## src/rtl/if_id_buf_pkg.sv

```systemverilog
// Shared definitions for the IF/ID decoupling buffer.
//   INST_WIDTH      : default instruction width
//   INST_ADDR_WIDTH : default PC width
//   INST_NOP        : canonical NOP (addi x0,x0,0) shown to decode when no entry is valid
//   count_t         : occupancy of a 2-entry FIFO (0..2)
package if_id_buf_pkg;

    localparam int unsigned INST_WIDTH      = 32;
    localparam int unsigned INST_ADDR_WIDTH = 32;
    localparam logic [31:0] INST_NOP        = 32'h0000_0013;

    typedef logic [1:0] count_t;

endpackage

```

## src/rtl/if_id_buf_pp_fifo2.sv

```systemverilog
// pp_fifo2: generic 2-entry register FIFO.
// Besides the registered count it exports the head the FIFO will hold after the
// coming edge (nxt_head/nxt_valid), so a downstream output register can show a
// freshly pushed entry with a single cycle of latency.
// Ports:
//   clk, _rst          clock, asynchronous active-low reset
//   push, pop, flush   write / read / clear-all (flush dominates)
//   wdata              data written on push
//   count              registered occupancy (0..2)
//   nxt_head           head entry after the coming edge
//   nxt_valid          FIFO is non-empty after the coming edge
module pp_fifo2
    import if_id_buf_pkg::*;
#(
    parameter int unsigned WIDTH = 64
) (
    input  logic             clk,
    input  logic             _rst,
    input  logic             push,
    input  logic             pop,
    input  logic             flush,
    input  logic [WIDTH-1:0] wdata,
    output count_t           count,
    output logic [WIDTH-1:0] nxt_head,
    output logic             nxt_valid
);

    logic [WIDTH-1:0] mem [2];
    logic             wr_ptr, rd_ptr;
    logic             wr_ptr_d, rd_ptr_d;
    count_t           count_d;
    logic             do_push, do_pop;

    assign do_push = push & ~flush;
    assign do_pop  = pop & ~flush;

    always_comb begin
        wr_ptr_d = wr_ptr;
        rd_ptr_d = rd_ptr;
        count_d  = count;
        if (flush) begin
            wr_ptr_d = 1'b0;
            rd_ptr_d = 1'b0;
            count_d  = 2'd0;
        end else begin
            if (do_push) wr_ptr_d = ~wr_ptr;
            if (do_pop)  rd_ptr_d = ~rd_ptr;
            if (do_push && !do_pop)      count_d = count + 2'd1;
            else if (do_pop && !do_push) count_d = count - 2'd1;
        end
    end

    // The slot being written this cycle becomes the head when the FIFO was empty,
    // or when it held one entry that is popped in the same cycle.
    always_comb begin
        nxt_valid = (count_d != 2'd0);
        if (do_push && (wr_ptr == rd_ptr_d)) nxt_head = wdata;
        else                                 nxt_head = mem[rd_ptr_d];
    end

    always_ff @(posedge clk or negedge _rst) begin
        if (!_rst) begin
            wr_ptr <= 1'b0;
            rd_ptr <= 1'b0;
            count  <= 2'd0;
        end else begin
            wr_ptr <= wr_ptr_d;
            rd_ptr <= rd_ptr_d;
            count  <= count_d;
        end
    end

    // Storage needs no reset: an entry is only observable after it was pushed.
    always_ff @(posedge clk) begin
        if (do_push) mem[wr_ptr] <= wdata;
    end

endmodule

```

## src/rtl/if_id_buf.sv

```systemverilog
// if_id_buf: decoupling buffer between instruction fetch and decode.
// Fetched (inst, pc) pairs go into a 2-entry FIFO; the head is presented to decode
// through registered outputs. A NOP is shown whenever no entry is valid.
// Ports:
//   clk, _rst            clock, asynchronous active-low reset
//   inst_in, pc_in       pair from fetch
//   in_valid / in_ready  fetch handshake; fetch stalls on !in_ready
//   flush                execute redirect; drops buffered and incoming entries
//   inst_out, pc_out     head pair to decode
//   out_valid / id_ready decode handshake
module if_id_buf
    import if_id_buf_pkg::*;
#(
    parameter int unsigned INST_W = INST_WIDTH,
    parameter int unsigned ADDR_W = INST_ADDR_WIDTH,
    parameter int unsigned DEPTH  = 2
) (
    input  logic              clk,
    input  logic              _rst,
    input  logic [INST_W-1:0] inst_in,
    input  logic [ADDR_W-1:0] pc_in,
    input  logic              in_valid,
    output logic              in_ready,
    input  logic              flush,
    output logic [INST_W-1:0] inst_out,
    output logic [ADDR_W-1:0] pc_out,
    output logic              out_valid,
    input  logic              id_ready
);

    localparam int unsigned EntryW = INST_W + ADDR_W;

    count_t            count;
    logic              push, pop;
    logic [EntryW-1:0] nxt_head;
    logic              nxt_valid;

    // Only registered state feeds in_ready: no id_ready -> in_ready path.
    assign in_ready = ({30'd0, count} < DEPTH);
    assign push     = in_valid & in_ready & ~flush;
    assign pop      = out_valid & id_ready & ~flush;

    pp_fifo2 #(
        .WIDTH (EntryW)
    ) u_fifo (
        .clk       (clk),
        ._rst      (_rst),
        .push      (push),
        .pop       (pop),
        .flush     (flush),
        .wdata     ({inst_in, pc_in}),
        .count     (count),
        .nxt_head  (nxt_head),
        .nxt_valid (nxt_valid)
    );

    // Output register mirrors the FIFO head; pc_out keeps its last value when empty.
    always_ff @(posedge clk or negedge _rst) begin
        if (!_rst) begin
            out_valid <= 1'b0;
            inst_out  <= INST_W'(INST_NOP);
            pc_out    <= '0;
        end else begin
            out_valid <= nxt_valid;
            if (nxt_valid) begin
                inst_out <= nxt_head[EntryW-1:ADDR_W];
                pc_out   <= nxt_head[ADDR_W-1:0];
            end else begin
                inst_out <= INST_W'(INST_NOP);
            end
        end
    end

endmodule
```

## config.mk

```make
export PLATFORM = sky130hd
export DESIGN_NAME = if_id_buf
export DESIGN_NICKNAME = d
export VERILOG_FILES = /design/src/rtl/if_id_buf_pkg.sv /design/src/rtl/if_id_buf_pp_fifo2.sv /design/src/rtl/if_id_buf.sv
export SDC_FILE = /design/constraint.sdc
export NUM_CORES = 1
export LEC_CHECK = 0
export CAP_MARGIN = 20
export CORE_MARGIN = 2
export CORE_UTILIZATION = 63
export DETAILED_ROUTE_END_ITERATION = 6
export DONT_BUFFER_PORTS = 1
export GPL_TIMING_DRIVEN = 0
export PLACE_DENSITY = 0.79
export REMOVE_ABC_BUFFERS = 1
export SETUP_SLACK_MARGIN = 0.5
export SLEW_MARGIN = 15
export SYNTH_ARGS = -nofsm -noshare
export SYNTH_HDL_FRONTEND = slang
export SYNTH_SLANG_ARGS = --single-unit
```

## constraint.sdc

```tcl
create_clock -name clk -period 5.1 [get_ports clk]
set_input_delay 1.02 -clock clk [delete_from_list [all_inputs] [get_ports clk]]
set_output_delay 1.02 -clock clk [all_outputs]
set_load 0.005 [all_outputs]
```

==> results of run 1 <==
worst max-delay path: cells and delay by family:
family | cells | cell delay [ns]
AOI/OAI and AO/OA | 2 | 0.86
buffers and inverters | 2 | 0.71
and+or+nand+nor | 2 | 0.62
cell type report:
class | count | area share (%)
flip-flops and latches | 197 | 60.4
multi-input cells | 350 | 27.3
clock buffers | 23 | 5.07
repair buffers | 15 | 3.32
well taps | 176 | 2.39
clock inverters | 9 | 1.41
inverters | 3 | 0.122
logic make-up after synthesis:
kind of cell	count (synthesis)
xor gates and xnor gates	7
buffers and inverters	62
AOI/OAI and AO/OA	171
DFF	197
and+or+nand+nor	172
report_power, final:
group	total, mW	internal [mW]	switching (mW)
combinational	0.843	0.325	0.517
sequential	2.10	1.95	0.152
clock	1.35	0.797	0.555
layer usage:
| layer | wire (um) | vias up | global-route usage (%) |
|---|---|---|---|
| li1 | - | 2286 | - |
| met1 | 7040 | 2640 | 34.5 |
| met2 | 9690 | 253 | 46.2 |
| met3 | 1760 | 16 | 8.29 |
| met4 | 219 | 0 | 9.23 |
| met5 | 0 | - | 0 |
registers in the layout (all words and copies together), names as in the netlist:
| name | count |
|---|---|
| inst_out | 32 |
| u_fifo.rd_ptr | 1 |
| u_fifo.mem | 128 |
| u_fifo.count | 2 |
| out_valid | 1 |
| pc_out | 32 |
| u_fifo.wr_ptr | 1 |
cells in the mapped netlist, drive strengths merged, types with 3 or more instances:
| master | number | area (um2) |
|---|---|---|
| a311oi | 30 | 450 |
| dfstp | 3 | 78.8 |
| edfxtp | 128 | 3840 |
| dfrtp | 66 | 1650 |
| xnor2 | 6 | 90.1 |
| nor2 | 4 | 15.0 |
| a221oi | 36 | 447 |
| o21ai | 35 | 175 |
| inv | 3 | 11.3 |
| nor3 | 64 | 320 |
| nand2b | 36 | 225 |
| nand2 | 62 | 235 |
| o31ai | 32 | 240 |
| buf | 32 | 196 |
| clkbuf | 27 | 101 |
| a21oi | 35 | 175 |
stage by stage:
stage | cell area [um2] | setup TNS [ns]
4_1_cts | 9230 | 0
3_3_place_gp | 8260 | -404.01
2_1_floorplan | 8040 | -32.08
5_1_grt | 9230 | 0
3_5_place_dp | 8630 | 0
6_report | 9230 | 0
how the worst max path moves through the flow:
| stage | slack [ns] | startpoint | to | cells past startpoint |
|---|---|---|---|---|
| 6_report | 2.20 | id_ready | inst_out[9]$_DFF_PN0_ | 6 |
| 3_5_place_dp | 1.75 | id_ready | inst_out[27]$_DFF_PN0_ | 6 |
| 5_1_grt | 2.02 | out_valid$_DFF_PN0_ | inst_out[22]$_DFF_PN0_ | 6 |
| 4_1_cts | 2.20 | id_ready | inst_out[29]$_DFF_PN0_ | 6 |
| 3_3_place_gp | -3.15 | in_valid | u_fifo.mem[0][39]$_DFFE_PP_ | 3 |
| 2_1_floorplan | -0.46 | in_valid | u_fifo.mem[0][0]$_DFFE_PP_ | 3 |
==> reports/metrics.cfg, run 1 <==
[synthesis]
synth-edff-count = 128
synth_compound_area_share_pct = 18.2
synthCells = 609
synth_ff_type = edfxtp_1
synth_area_mm2 = 0.00834
async_flop_share_pct = 35.0
muxShareOfSynthArea_pct = 0
synthAdderAreaFrac_pct = 0
synth-xor-area-share_pct = 1.28
synth_seq_cells = 197
ys_seq_area_share_pct = 66.8
synthSimpleGateAreaFrac_pct = 10.0
ys_types = 34
yosys_warnings = 0
syn_area_per_cell_um2 = 13.7
synth_top_family_by_area = compound AO/OA/AOI/OAI gates

[worst_setup_path]
end_kind = flip-flop
crit_path_max_fanout = 38
cp.arrival_ns = 3.23
worstPathCellList = nand3b_1 > a21o_4 > buf_12 > inv_2 > nand2_1 > a311oi_2
r2r_slack_ns = 2.21
r2r-end = inst_out[9]$_DFF_PN0_
path_class = in2reg
slowest_stage = a21o_4
r2r_start = out_valid$_DFF_PN0_
cp-start-kind = primary input
reg2reg_depth = 6
required_ns = 5.42
max_stage_delay_ns = 0.58

[finish]
final_core_util_pct = 70.5
nNetsFinal = 653
multiInputGateArea_mm2 = 0.00252
fillCellCount = 846
num_antenna_cells = 0
mostFrequentLayoutCell = edfxtp_1
drive_gt1_share_pct = 18.6
synthToLayoutAreaGrowth_pct = 10.6
fin_cells = 773
layout_common_cells = 128 x edfxtp_1, 66 x dfrtp_1, 64 x nor3_1
ff_latch_area_mm2 = 0.00557

[place]
dp_slack_ns = 1.75
hpwl_um = 11100
dp_cells = 741
place.gp.congestion = 0.707
portBuffers = 0

[global_route]
first_global_vias = 5525
grt_usage_pct = 27.6
grt_first_pass_wirelength_um = 30000
antenna_found_initial = 0
grt_max_degree = 75
grt.overflow.total = 0

[outcome]
status = finished, final reports clean

[sta]
setup_viol = 0
holdWs_ns = 0.285
drv_slew = 0
hold_violations = 0
setup_ws_ns = 2.20
rsz0062_at_grt = no
max_freq_ghz = 0.344
min_period_ns = 2.90
post-route-period-util_pct = 56.9
slew_headroom_pct = 43.7
tightest_slew_ns = 0.844
finalClockSkew_ns = 0.00782

[cts]
cts.clk_slew.worst_paths_ns = 0.07
cts_root_buffer = clkbuf_16
cts_tree = done
ctsResizeCount = 0
postCtsSetupBuffers = 0
cts_buffer_depth = 2
insertion_delay_ns = 0.43
h-tree-depth = 4
holdBufCountCts = 0
cts_made_buffers = 17
cts_sinks = 197

[drt]
route.detailed.drc = 0
wire_per_inst_um = 24.2
dr.pass1.iters = 5
wl_um = 18700
final_antenna_net_count = 0
first_iter_violations = 467
vias = 5195
vias_per_cell = 6.72

[power_and_ir_drop]
p_per_area_mw_per_mm2 = 466
p_leak_nw = 3.12
ir_drop_uv = 264
power.total_mw = 4.30

[die]
num_rows = 42
die-height_um = 119
floorplan.initialDensity_pct = 63.7
die_w_um = 119
core_mm2 = 0.0131
die_area_mm2 = 0.0142
io_pins = 135

[run]
cap_violations = 0

[worst_hold_path]
hp-class = in2async

No activity file was read; power rests on OpenSTA's default activity.
==> run 2: changes to the inputs <==
--- a/config.mk
+++ b/config.mk
@@ -7,11 +7,11 @@
 export LEC_CHECK = 0
 export CAP_MARGIN = 20
 export CORE_MARGIN = 2
-export CORE_UTILIZATION = 63
+export CORE_UTILIZATION = 57
 export DETAILED_ROUTE_END_ITERATION = 6
 export DONT_BUFFER_PORTS = 1
 export GPL_TIMING_DRIVEN = 0
-export PLACE_DENSITY = 0.79
+export PLACE_DENSITY = 0.75
 export REMOVE_ABC_BUFFERS = 1
 export SETUP_SLACK_MARGIN = 0.5
 export SLEW_MARGIN = 15
==> constraint.sdc (replaced) <==
create_clock -name clk -period 2.55 [get_ports clk]
set_input_delay 0.51 -clock clk [delete_from_list [all_inputs] [get_ports clk]]
set_output_delay 0.51 -clock clk [all_outputs]
set_load 0.005 [all_outputs]
==> reports/metrics.cfg, run 2 (same netlist as run 1, synthesis figures left out) <==
[worst_setup_path]
reg2reg_depth = 7  ; +1
crit_path_end = pc_out[22]$_DFFE_PN0P_
cp.arrival_ns = 2.34  ; -0.89 ns
crit_path_max_fanout = 16  ; -58%
r2r_slack_ns = 0.52  ; -1.69 ns
path_class = reg2reg
required_ns = 2.86  ; -2.56 ns
r2r-end = pc_out[22]$_DFFE_PN0P_
startpoint = u_fifo.wr_ptr$_DFFE_PN0P_
cp-start-kind = flip-flop
r2r_start = u_fifo.wr_ptr$_DFFE_PN0P_
end_kind = flip-flop

[finish]
final_area_mm2 = 0.00962  ; +4.2%
nNetsFinal = 683  ; +4.6%
final_core_util_pct = 66.7  ; -3.8 points
regMostFlops = u_fifo.mem
fin_cells = 810  ; +4.8%
reg.largest.list = u_fifo.mem (128), inst_out (32), pc_out (32)
mostFrequentLayoutCell = edfxtp_1
ff_latch_area_mm2 = 0.00558  ; about the same
multiInputGateArea_mm2 = 0.00263  ; +4.3%
drive_gt1_share_pct = 24.0  ; +5.4 points
num_antenna_cells = 0  ; unchanged
fillCellCount = 973  ; +15%
layout_common_cells = 128 x edfxtp_1, 64 x nor3_1, 63 x dfrtp_1
synthToLayoutAreaGrowth_pct = 15.3
largest_register_ffs = 128  ; unchanged

[power_and_ir_drop]
p_per_area_mw_per_mm2 = 935  ; +100%
p_leak_nw = 3.30  ; +6.0%
ir_drop_uv = 601  ; +130%
power.total_mw = 8.99  ; +110%

[sta]
finalClockSkew_ns = 0.0112  ; +0.00343 ns
holdWs_ns = 0.168  ; -0.117 ns
hold_violations = 0  ; unchanged
slew_headroom_pct = 49.1  ; +5.3 points
setup_viol = 0  ; unchanged
rsz0062_at_grt = yes
post-route-period-util_pct = 79.7
max_freq_ghz = 0.492
tightest_slew_ns = 0.764  ; -0.0807 ns
min_period_ns = 2.03
setup_ws_ns = 0.517  ; -1.68 ns
finalSetupTns_ns = 0  ; unchanged
drv_slew = 0  ; unchanged

[global_route]
grt_usage_pct = 26.5  ; -1.1 points
grt_first_pass_wirelength_um = 31700  ; +5.9%
grt.overflow.total = 0  ; unchanged
grt_max_degree = 77  ; +2.7%
antenna_found_initial = 0  ; unchanged
first_global_vias = 5567  ; +0.76%

[place]
dp_cells = 749  ; +1.1%
hpwl_um = 11200  ; +1.4%
dp_slack_ns = -0.193  ; -1.95 ns
portBuffers = 0  ; unchanged
place_area_mm2 = 0.00868  ; +0.58%
place.gp.congestion = 0.776  ; +9.8%

[drt]
wire_per_inst_um = 26.0  ; +7.3%
dr.pass1.iters = 5  ; unchanged
route.detailed.drc = 0  ; unchanged
vias_per_cell = 6.69  ; -0.49%
final_antenna_net_count = 0  ; unchanged
vias = 5417  ; +4.3%
first_iter_violations = 492  ; +5.4%
wl_um = 21000  ; +12%

[cts]
cts_sinks = 197  ; unchanged
cts_buffer_depth = 2  ; unchanged
h-tree-depth = 4  ; unchanged
insertion_delay_ns = 0.42  ; about the same
cts_tree = done
cts.clk_slew.worst_paths_ns = 0.07  ; about the same
cts_root_buffer = clkbuf_16
cts_made_buffers = 17  ; unchanged

[worst_hold_path]
hp-class = in2reg

[die]
die_area_mm2 = 0.0156  ; +10%
die-height_um = 125  ; +5.0%
floorplan.initialDensity_pct = 57.8  ; -5.9 points
core_mm2 = 0.0144  ; +10%
die_w_um = 125  ; +5.0%
io_pins = 135  ; unchanged
num_rows = 44  ; +4.8%

[outcome]
status = finished, final reports clean

[run]
cap_violations = 0  ; unchanged

## run 2: cell types whose count changed in the layout (fill, tap and decap cells not counted), moves of 2 or more
cell        change
a221oi_1        -5
a221oi_2        +5
buf_12          -2
buf_16          +5
buf_4          +20
buf_8           -2
clkbuf_1        -2
clkinvlp_4      -3
dfrtp_1         -3
dfrtp_2         +3
## run 2: report_power, final
part / switching, mW / internal, mW
Combinational: 1.18 / 0.780
Sequential: 0.322 / 3.90
Clock: 1.10 / 1.71
## run 2: area by class of cell
cell class,count,area share [%]
Sequential cell,197,58.0
Inverter,3,0.143
Clock inverter,9,1.57
Tap cell,184,2.39
Timing Repair Buffer,38,5.67
Clock buffer,22,4.93
Multi-Input combinational cell,357,27.3
## run 2: routing by layer
| layer | share of wire, % | up-vias | wire length (um) | global-route usage, % |
|---|---|---|---|---|
| met5 | 0 | - | 0 | 0 |
| met4 | 1.9 | 0 | 398 | 7.71 |
| met3 | 9.0 | 31 | 1890 | 9.50 |
| met2 | 49 | 250 | 10400 | 42.9 |
| met1 | 40 | 2793 | 8340 | 34.1 |
| li1 | - | 2343 | - | - |
## run 2: worst min path at each step
stage / start / to / slack (ns) / cells after the start
6_report: flush / u_fifo.wr_ptr$_DFFE_PN0P_ / 0.17 / 1
5_1_grt: flush / u_fifo.count[1]$_DFF_PN0_ / 0.15 / 1
4_1_cts: flush / u_fifo.wr_ptr$_DFFE_PN0P_ / 0.14 / 1
3_5_place_dp: _rst / pc_out[10]$_DFFE_PN0P_ / 0.22 / 0
3_3_place_gp: _rst / pc_out[10]$_DFFE_PN0P_ / 0.22 / 0
2_1_floorplan: _rst / inst_out[10]$_DFF_PN0_ / 0.21 / 0
## run 2: worst max-delay path: stages, from the launching register on
cell and delay [ns]:
dfrtp_2 0.52, xnor2_4 0.19, buf_4 0.16, xnor2_4 0.29, buf_16 0.20, buf_16 0.18, a221oi_2 0.08, o31ai_1 0.29
## run 2: repair_timing
item,CTS,global route
setup endpoints to repair,194,158
gates resized for setup,8,6
buffers inserted,13,8
pin swaps,7,2
hold buffers,2,0
cloned,5,2
hold endpoints to repair,69,0
==> run 3: changes to the inputs <==
==> constraint.sdc (replaced) <==
create_clock -name clk -period 1.7 [get_ports clk]
set_input_delay 0.34 -clock clk [delete_from_list [all_inputs] [get_ports clk]]
set_output_delay 0.34 -clock clk [all_outputs]
set_load 0.005 [all_outputs]
==> reports/metrics.cfg, run 3 (same netlist as run 1, synthesis figures left out) <==
[place]
place.gp.congestion = 0.776  ; unchanged
portBuffers = 0  ; unchanged
dp_slack_ns = -1.04  ; -0.850 ns
dp_cells = 749  ; unchanged
hpwl_um = 11200  ; unchanged
place_area_mm2 = 0.00868  ; unchanged

[cts]
cts_made_buffers = 17  ; unchanged
h-tree-depth = 4  ; unchanged
cts_buffer_depth = 2  ; unchanged
cts_sinks = 197  ; unchanged
cts_tree = done
cts_root_buffer = clkbuf_16
insertion_delay_ns = 0.43  ; about the same
holdBufCountCts = 65  ; +63
cts.clk_slew.worst_paths_ns = 0.07  ; about the same

[sta]
max_freq_ghz = 0.491  ; -0.13%
slew_headroom_pct = 64.8  ; +16 points
setup_ws_ns = -0.336  ; -0.853 ns
tightest_slew_ns = 0.528  ; -0.236 ns
rsz0062_at_grt = yes
min_period_ns = 2.04  ; +0.00262 ns
drv_slew = 0  ; unchanged
post-route-period-util_pct = 120  ; +40 points
setup_viol = 100  ; +100
finalClockSkew_ns = 0.0118  ; +0.000599 ns
hold_violations = 69  ; +69
finalSetupTns_ns = -14.41  ; -14.41 ns
holdWs_ns = -0.401  ; -0.568 ns

[power_and_ir_drop]
intPower_mw = 10.7  ; +68%
ir_drop_uv = 943  ; +57%
power.total_mw = 15.5  ; +73%
power_frac_comb_pct = 31.1  ; +9.3 points
clockPowerShare_pct = 27.9  ; -3.4 points
power.share.sequential_pct = 41.0  ; -5.9 points
p_per_area_mw_per_mm2 = 1280  ; +37%
p_leak_nw = 4.44  ; +34%
sw_frac_of_total_pct = 30.9  ; +2.0 points
power.switching_mw = 4.80  ; +84%

[drt]
route.detailed.drc = 0  ; unchanged
final_antenna_net_count = 0  ; unchanged
wire_per_inst_um = 31.2  ; +20%
wl_um = 29300  ; +39%
first_iter_violations = 796  ; +62%
vias = 6494  ; +20%
dr.pass1.iters = 5  ; unchanged
vias_per_cell = 6.92  ; +3.5%

[worst_setup_path]
worstPathCellList = and2b_4 > nor2b_4 > buf_6 > buf_12 > bufbuf_16 > a221oi_2 > o31ai_1
r2r_slack_ns = -0.34  ; -0.85 ns
end_kind = flip-flop
cp-start-kind = flip-flop
crit_path_end = pc_out[18]$_DFFE_PN0P_
cp.arrival_ns = 2.33  ; about the same
slowest_stage = dfrtp_1
crit_path_max_fanout = 10  ; -6
reg2reg_depth = 7  ; unchanged
r2r_start = u_fifo.count[1]$_DFF_PN0_
path_class = reg2reg
startpoint = u_fifo.count[1]$_DFF_PN0_
required_ns = 1.99  ; -0.87 ns
max_stage_delay_ns = 0.38  ; -0.14 ns
r2r-end = pc_out[18]$_DFFE_PN0P_

[finish]
final_area_mm2 = 0.0121  ; +26%
nNetsFinal = 811  ; +19%
reg.largest.list = u_fifo.mem (128), inst_out (32), pc_out (32)
layout_common_cells = 128 x edfxtp_1, 65 x dlygate4sd3_1, 62 x dfrtp_1
regMostFlops = u_fifo.mem
largest_register_ffs = 128  ; unchanged
num_antenna_cells = 0  ; unchanged
fillCellCount = 660  ; -32%
mostFrequentLayoutCell = edfxtp_1
fin_cells = 938  ; +16%
ff_latch_area_mm2 = 0.00558  ; about the same
drive_gt1_share_pct = 36.2  ; +12 points
synthToLayoutAreaGrowth_pct = 45.4
multiInputGateArea_mm2 = 0.00318  ; +21%

[global_route]
antenna_found_initial = 0  ; unchanged
grt.overflow.total = 0  ; unchanged
grt_first_pass_wirelength_um = 38000  ; +20%
grt_usage_pct = 32.3  ; +5.8 points
first_global_vias = 6544  ; +18%
grt_max_degree = 76  ; -1.3%

[outcome]
violations = hold timing, setup timing
status = complete, but fails checks

[die]
die-height_um = 125  ; unchanged
num_rows = 44  ; unchanged
core_mm2 = 0.0144  ; unchanged
die_area_mm2 = 0.0156  ; unchanged
floorplan.initialDensity_pct = 57.8  ; unchanged
die_w_um = 125  ; unchanged
io_pins = 135  ; unchanged

[worst_hold_path]
hp-class = in2async

[run]
cap_violations = 0  ; unchanged

-- run 3: changes by cell type in the layout (fill, tap and decap cells not counted), sizes merged --
cell / previous run / this run
clkinv: 4 / 7
clkbuf: 22 / 34
dlygate4sd3: 1 / 65
and2: 2 / 3
bufbuf: 0 / 3
buf: 37 / 82
-- run 3: per-layer routing --
layer  share of wire (%)  track usage [%]  up-vias
met1                  35             41.0     3298
met2                  52             52.7      482
li1                    -                -     2627
met5                   0                0        -
met4                 3.5             15.4        0
met3                 9.4             8.04       87
-- run 3: worst max-delay path, delay by kind of cell, from the launching register on --
kind | cells | cell delay [ns]
AO/OA/AOI/OAI | 2 | 0.41
buffers and inverters | 3 | 0.64
flip-flops | 1 | 0.38
AND/OR/NAND/NOR | 2 | 0.47
-- run 3: timing repair --
action,CTS,global route
endpoints found under the hold margin,200,69
buffers inserted,42,16
endpoints found under the setup margin,202,212
pin swaps,22,73
resized for setup,46,130
gates cloned,19,16
-- run 3: worst min path at each step --
stage          start                      to  slack, ns  cells after the start
2_1_floorplan   _rst  inst_out[10]$_DFF_PN0_       0.04                      0
3_3_place_gp    _rst  pc_out[10]$_DFFE_PN0P_       0.05                      0
3_5_place_dp    _rst  pc_out[10]$_DFFE_PN0P_       0.05                      0
4_1_cts         _rst  pc_out[31]$_DFFE_PN0P_      -0.41                      0
5_1_grt         _rst  pc_out[31]$_DFFE_PN0P_      -0.42                      0
6_report        _rst  pc_out[31]$_DFFE_PN0P_      -0.40                      0
-- run 3: power by group through the flow --
stage / Sequential, mW / Clock [mW] / Combinational (mW)
finish: 6.37 / 4.33 / 4.82
global placement: 6.42 / 0 / 2.10
global route: 6.42 / 4.51 / 4.97
CTS: 6.32 / 4.28 / 3.70
detailed placement: 6.41 / 0 / 2.59
floorplan: 6.26 / 0 / 1.59
-- run 3: layout make-up --
type / instances / share of cell area [%]
timing repair inverter: 3 / 0.547
tap: 184 / 1.90
multi-input combinational: 358 / 26.2
inverter: 3 / 0.330
clock buffer: 22 / 3.91
clock inverter: 9 / 1.25
timing repair buffer: 162 / 19.8
sequential: 197 / 46.0
-- run 3: per-stage QoR --
stage	util (%)	hold WS, ns
3_3_place_gp	57.3	0.0461
4_1_cts	76.0	-0.413
6_report	84.1	-0.401
3_5_place_dp	60.2	0.0459
5_1_grt	84.1	-0.417
2_1_floorplan	-	0.0444
